[config.mk]
export PLATFORM = sky130hd
export DESIGN_NAME = song_sequencer
export DESIGN_NICKNAME = d
export VERILOG_FILES = /design/src/rtl/song_pkg.sv /design/src/rtl/beat_timer.sv /design/src/rtl/song_sequencer.sv
export SDC_FILE = /design/constraint.sdc
export NUM_CORES = 1
export LEC_CHECK = 0
export BUFFER_PORTS_ARGS = -buffer_cell sky130_fd_sc_hd__buf_2
export CAP_MARGIN = 20
export CORE_MARGIN = 4
export CORE_UTILIZATION = 50
export CTS_CLUSTER_DIAMETER = 30
export DETAILED_ROUTE_END_ITERATION = 6
export GPL_TIMING_DRIVEN = 0
export PLACE_DENSITY = 0.69
export REMOVE_ABC_BUFFERS = 1
export SLEW_MARGIN = 10
export SYNTH_ARGS = -nofsm -noshare
export SYNTH_HDL_FRONTEND = slang
export SYNTH_SLANG_ARGS = --single-unit
[constraint.sdc]
create_clock -name clk -period 9.1 [get_ports clk]
set_input_delay 0.455 -clock clk [delete_from_list [all_inputs] [get_ports clk]]
set_output_delay 0.455 -clock clk [all_outputs]
set_load 0.05 [all_outputs]
[src/rtl/song_pkg.sv]
// Shared song definitions: player FSM states and note word layout.
// Latency: none, declarations and a pure helper function only.
// Backpressure: not applicable.
package song_pkg;

  // Player states, shared with the note ROM generator and the progress display.
  typedef enum logic [2:0] {
    ST_IDLE  = 3'd0,
    ST_FETCH = 3'd1,
    ST_LOAD  = 3'd2,
    ST_PLAY  = 3'd3,
    ST_PAUSE = 3'd4,
    ST_DONE  = 3'd5
  } state_e;

  // Note word layout: pitch code in the upper byte, duration in beats in the lower byte.
  localparam int PITCH_MSB = 15;
  localparam int PITCH_LSB = 8;
  localparam int DUR_MSB   = 7;
  localparam int DUR_LSB   = 0;

  // A zero duration terminates the song.
  localparam logic [7:0] END_MARKER = 8'd0;

  typedef struct packed {
    logic [PITCH_MSB-PITCH_LSB:0] pitch;
    logic [DUR_MSB-DUR_LSB:0]     dur;
  } note_t;

  // Beat counter increment that sticks at all-ones instead of wrapping.
  function automatic logic [15:0] sat_inc16(input logic [15:0] v);
    return (v == 16'hFFFF) ? v : v + 16'd1;
  endfunction

endpackage

[src/rtl/beat_timer.sv]
// Beat timer: tick down-counter that reloads each beat, plus the articulation-gap compare.
// Latency: zero flag is combinational on the current count; gap flag reflects the count after the next edge.
// Backpressure: none; freeze holds the count for as long as it is asserted.
module beat_timer #(
  parameter logic [23:0] TICKS_PER_BEAT = 24'd6_250_000,
  parameter logic [23:0] GAP_TICKS      = 24'd500_000
) (
  input  logic clk,
  input  logic rst,
  input  logic clr,
  input  logic load,
  input  logic en,
  input  logic freeze,
  output logic zero,
  output logic gap_next
);

  logic [23:0] tick_cnt;
  logic [23:0] tick_nxt;
  logic        counting;

  assign counting = en && !freeze;

  // Next count: clear beats reload, reload beats counting; a beat boundary restarts the count.
  always_comb begin
    tick_nxt = tick_cnt;
    if (clr) begin
      tick_nxt = '0;
    end else if (load) begin
      tick_nxt = TICKS_PER_BEAT - 24'd1;
    end else if (counting) begin
      tick_nxt = (tick_cnt == '0) ? TICKS_PER_BEAT - 24'd1 : tick_cnt - 24'd1;
    end
  end

  assign zero     = counting && (tick_cnt == '0);
  assign gap_next = (tick_nxt < GAP_TICKS);

  // Tick counter state.
  always_ff @(posedge clk or negedge rst) begin
    if (!rst) begin
      tick_cnt <= '0;
    end else begin
      tick_cnt <= tick_nxt;
    end
  end

endmodule

[src/rtl/song_sequencer.sv]
// Song sequencer: walks a note ROM at a fixed tempo and drives play/pause/done status.
// Latency: start pulse to sounding note is 3 cycles; every output is registered.
// Backpressure: none; button pulses arriving in states that do not accept them are dropped.
module song_sequencer
  import song_pkg::*;
#(
  parameter logic [23:0] TICKS_PER_BEAT = 24'd6_250_000,
  parameter logic [23:0] GAP_TICKS      = 24'd500_000,
  parameter int          ADDR_W         = 8,
  parameter logic [7:0]  SONG_LEN       = 8'd255
) (
  input  logic              clk,
  input  logic              rst,
  input  logic              btn_play,
  input  logic              btn_reset,
  output logic [ADDR_W-1:0] note_addr,
  input  logic [15:0]       note_data,
  output logic [7:0]        note_pitch,
  output logic              note_on,
  output logic              play,
  output logic              song_done,
  output logic              reset_player,
  output logic              beat_tick,
  output logic [15:0]       beats_elapsed
);

  localparam logic [2:0] S_IDLE  = ST_IDLE;
  localparam logic [2:0] S_FETCH = ST_FETCH;
  localparam logic [2:0] S_LOAD  = ST_LOAD;
  localparam logic [2:0] S_PLAY  = ST_PLAY;
  localparam logic [2:0] S_PAUSE = ST_PAUSE;
  localparam logic [2:0] S_DONE  = ST_DONE;

  logic [2:0]        state, state_nxt;
  logic [ADDR_W-1:0] addr_nxt;
  logic [7:0]        pitch_nxt;
  logic [7:0]        dur_cnt, dur_nxt;
  logic [15:0]       beats_nxt;
  logic              rp_nxt, bt_nxt, on_nxt;
  logic              tmr_clr, tmr_load, tmr_en, tmr_freeze, tmr_zero, tmr_gap;
  note_t             word;

  assign word = note_data;

  // The timer only runs in PLAY; a play press that cycle pauses without consuming a tick.
  assign tmr_en     = (state == S_PLAY) && !btn_reset;
  assign tmr_freeze = btn_play;

  beat_timer #(
    .TICKS_PER_BEAT(TICKS_PER_BEAT),
    .GAP_TICKS     (GAP_TICKS)
  ) u_beat_timer (
    .clk     (clk),
    .rst     (rst),
    .clr     (tmr_clr),
    .load    (tmr_load),
    .en      (tmr_en),
    .freeze  (tmr_freeze),
    .zero    (tmr_zero),
    .gap_next(tmr_gap)
  );

  // Player FSM and next values of everything it owns; btn_reset overrides any state.
  always_comb begin
    state_nxt = state;
    addr_nxt  = note_addr;
    pitch_nxt = note_pitch;
    dur_nxt   = dur_cnt;
    beats_nxt = beats_elapsed;
    rp_nxt    = 1'b0;
    bt_nxt    = 1'b0;
    tmr_clr   = 1'b0;
    tmr_load  = 1'b0;
    if (btn_reset) begin
      state_nxt = S_IDLE;
      addr_nxt  = '0;
      pitch_nxt = '0;
      dur_nxt   = '0;
      beats_nxt = '0;
      rp_nxt    = 1'b1;
      tmr_clr   = 1'b1;
    end else begin
      case (state)
        S_IDLE: begin
          if (btn_play) begin
            state_nxt = S_FETCH;
            addr_nxt  = '0;
            beats_nxt = '0;
          end
        end
        S_FETCH: state_nxt = S_LOAD;
        S_LOAD: begin
          if ((word.dur == END_MARKER) || (note_addr == ADDR_W'(SONG_LEN))) begin
            state_nxt = S_DONE;
          end else begin
            state_nxt = S_PLAY;
            pitch_nxt = word.pitch;
            dur_nxt   = word.dur;
            tmr_load  = 1'b1;
          end
        end
        S_PLAY: begin
          if (btn_play) begin
            state_nxt = S_PAUSE;
          end else if (tmr_zero) begin
            bt_nxt    = 1'b1;
            beats_nxt = sat_inc16(beats_elapsed);
            dur_nxt   = dur_cnt - 8'd1;
            if (dur_cnt == 8'd1) begin
              addr_nxt  = note_addr + ADDR_W'(1);
              state_nxt = S_FETCH;
            end
          end
        end
        S_PAUSE: begin
          if (btn_play) state_nxt = S_PLAY;
        end
        S_DONE: begin
          if (btn_play) begin
            rp_nxt    = 1'b1;
            addr_nxt  = '0;
            beats_nxt = '0;
            state_nxt = S_FETCH;
          end
        end
        default: state_nxt = S_IDLE;
      endcase
    end
  end

  // note_on is judged on post-edge counters so the gap lands on the last GAP_TICKS of the note.
  assign on_nxt = (state_nxt == S_PLAY) && !((dur_nxt == 8'd1) && tmr_gap);

  // State and registered outputs.
  always_ff @(posedge clk or negedge rst) begin
    if (!rst) begin
      state         <= S_IDLE;
      note_addr     <= '0;
      note_pitch    <= '0;
      dur_cnt       <= '0;
      beats_elapsed <= '0;
      note_on       <= 1'b0;
      play          <= 1'b0;
      song_done     <= 1'b0;
      reset_player  <= 1'b0;
      beat_tick     <= 1'b0;
    end else begin
      state         <= state_nxt;
      note_addr     <= addr_nxt;
      note_pitch    <= pitch_nxt;
      dur_cnt       <= dur_nxt;
      beats_elapsed <= beats_nxt;
      note_on       <= on_nxt;
      play          <= (state_nxt == S_PLAY);
      song_done     <= (state_nxt == S_DONE);
      reset_player  <= rp_nxt;
      beat_tick     <= bt_nxt;
    end
  end

endmodule

==> flow_summary.ini <==
[timing]
skew_ns = 0.00646
fmax_mhz = 254
drv_slew = 0
fin_crit_sh = 0.433
setup_viol = 0
hold_viol = 0
slew_headroom = 0.243
min_period_ns = 3.94
worst_pin_slew_ns = 1.13
fin_tns_setup_ns = 0
rsz0062_at_grt = false

[detailed_routing]
top_layer = met4
wl_met1_um = 4210
drtIter0Drc = 178
drt-pass1-iter-count = 5
wl_met2_um = 4860
drc = 0
routedWlPerCell_um = 16.0
antenna_left = 0
wirelength_um = 9700
vias_per_cell = 5.84
dr_wl_met3_um = 532
route.vias.total = 3541

[layout]
nets = 524
fin_area_mm2 = 0.00458
n_antenna_cell = 0
finalCoreUtilization = 0.590
area_delta_synth_final_pct = 14.4
nFillCells = 727
drive_above_1_share = 0.173

[min_path]
holdCritPathClass = in2reg
worstHoldStart = note_data[8]

[critical_path]
crit_arrival_ns = 4.15
required_ns = 9.32
critical_path_class = reg2reg
cpMaxStageDelayCell = nor3_2
path_cells = nor2b_1 -> nand2b_1 -> nor3_2 -> nor2_2 -> a2111oi_2 -> nand4_1 -> or4_1 -> o41a_1
path_max_fanout = 16
timing.rr.start = state[1]
worstSetupStartpointType = flop
startpoint = state[1]
max_stage_delay_ns = 0.94
endpoint_kind = flop

[yosys]
synth.top_cell.area_share = 0.450
yosysWarnings = 0
syn_inst = 446
synth_top_cell_by_area = dfrtp_1
synth-edff-count = 0
post_synth.cell_area_avg_um2 = 8.99
synth_cell_types = 63
synth_ff_type = dfrtp_1
ys_seq_elements = 72
ys_seq_area_frac = 0.450
async_reset_ff_frac = 1.00
synthTopCellsByCount = dfrtp_1, nor2_1, nand2_1
synthTopCellsByArea = dfrtp_1, nor2_1, nand2_1
yosysMostFrequentCell = dfrtp_1
synth_area_mm2 = 0.00401

[cts]
post_cts_buffers = 0
cts_tree = yes
clkTransAtPathRegs_ns = 0.08
cts_sinks = 72
clk_latency_ns = 0.34
cts_inserted_buffers = 9
cts.path.max_buffers = 2
cts_root_buf = clkbuf_8
cts_max_level = 3

[power]
p_int_uw = 561
powerDensity_mw_per_mm2 = 194
p_sw_uw = 327
p_leak_uw = 0.00207
power_uw = 887
power_frac_clock = 0.284
p_seq_frac = 0.437
ir_drop_uv = 92.1
p_comb_frac = 0.279
switching_share = 0.368

[floorplanning]
core_area_mm2 = 0.00777
dieWidth_um = 97.5
die_h_um = 97.5
floorplan.initialDensity = 0.516
boundaryPins = 57
die-area_mm2 = 0.00951
row_count = 32

[flow_run]
cap_violations = 0

[global_routing]
grt_pass1_wl_um = 16300
antenna_found_initial = 0
grt.total_usage = 0.209
grt_overflow = 0
grt_max_degree = 59
first_global_vias = 3405

[placed_design]
dpl-instance-area_mm2 = 0.00438
hpwl_um = 6870
port_buffers = 56
place.gp.congestion = 0.846

[run_status]
status = completed
placed cells by master, fill, tap and decap left out, types with 14 or more instances in the layout:
master	count
dfrtp_1	72
a21oi_1	26
xor2_1	18
nor3_1	27
nor2_1	63
o21ai_0	14
nand3_1	14
xnor2_1	18
buf_2	55
nand2_1	53
state kept, by name, indices dropped and copies added (netlist names), 3 cells and up:
register	flops
note_pitch	8
beats_elapsed	16
dur_cnt	8
u_beat_timer.tick_cnt	24
state	3
note_addr	8
worst max-delay path: cells and delay by family (launching register included):
family | cells | cell delay [ns]
AO/OA/AOI/OAI | 2 | 0.77
flip-flops | 1 | 0.50
AND/OR/NAND/NOR | 6 | 2.53
layout make-up:
class | count | area (um^2) | share of cell area
clock buffers | 9 | 124 | 0.0270
clock inverters | 7 | 72.6 | 0.0158
inverters | 9 | 38.8 | 0.00846
multi-input cells | 349 | 2100 | 0.458
flip-flops and latches | 72 | 1800 | 0.393
well taps | 102 | 128 | 0.0278
repair buffers | 58 | 320 | 0.0699
final timing paths:
| check | end | slack [ns] | cells after the start |
|---|---|---|---|
| setup / recovery | note_on | 5.16 | 8 |
| hold / removal | note_pitch[0] | 0.34 | 3 |
| setup reg to reg | note_on | 5.16 | 8 |
| hold reg to reg | note_pitch[0] | 0.52 | 2 |
| max in group asynchronous | u_beat_timer.tick_cnt[14] | 8.03 | 3 |
| min in group asynchronous | dur_cnt[3] | 0.52 | 2 |
power groups by stage:
stage / Combinational (uW) / Sequential, uW / Clock [uW]
4_1_cts: 247 / 387 / 255
6_report: 248 / 388 / 252
3_5_place_dp: 246 / 392 / 0
5_1_grt: 275 / 394 / 273
2_1_floorplan: 160 / 405 / 0
3_3_place_gp: 239 / 391 / 0
what timing repair did:
action,CTS,global route
hold buffers,1,0
endpoints found under the setup margin,0,0
hold endpoints to repair,14,0
gates resized for setup,0,0
per-stage QoR:
stage / setup slack (ns) / cells / hold WS, ns
after floorplan: 5.71 / 430 / 0.159
after global placement: 5.20 / 588 / 0.507
after detailed placement: 5.18 / 589 / 0.334
after CTS: 5.21 / 606 / 0.330
after global routing: 4.87 / 606 / 0.332
final: 5.16 / 606 / 0.336
kinds of logic (layout without fill, tap and decap cells):
group                    Yosys count  in the layout  share of synthesized area
AND/OR/NAND/NOR                  224            224                      0.288
AO/OA/AOI/OAI                     80             80                      0.131
flip-flops                        72             72                      0.450
XOR/XNOR                          36             36                     0.0787
buffers and inverters             25             83                     0.0268
adder cells (fa/ha/maj)            5              5                     0.0156
multiplexers                       4              4                     0.0106
metal layers:
layer  global-route usage  up-vias
li1                     -     1706
met1                0.272     1726
met2                0.355      100
met3               0.0380        9
met4               0.0575        0
met5                    0        -
(Power assumes the default switching activity.)
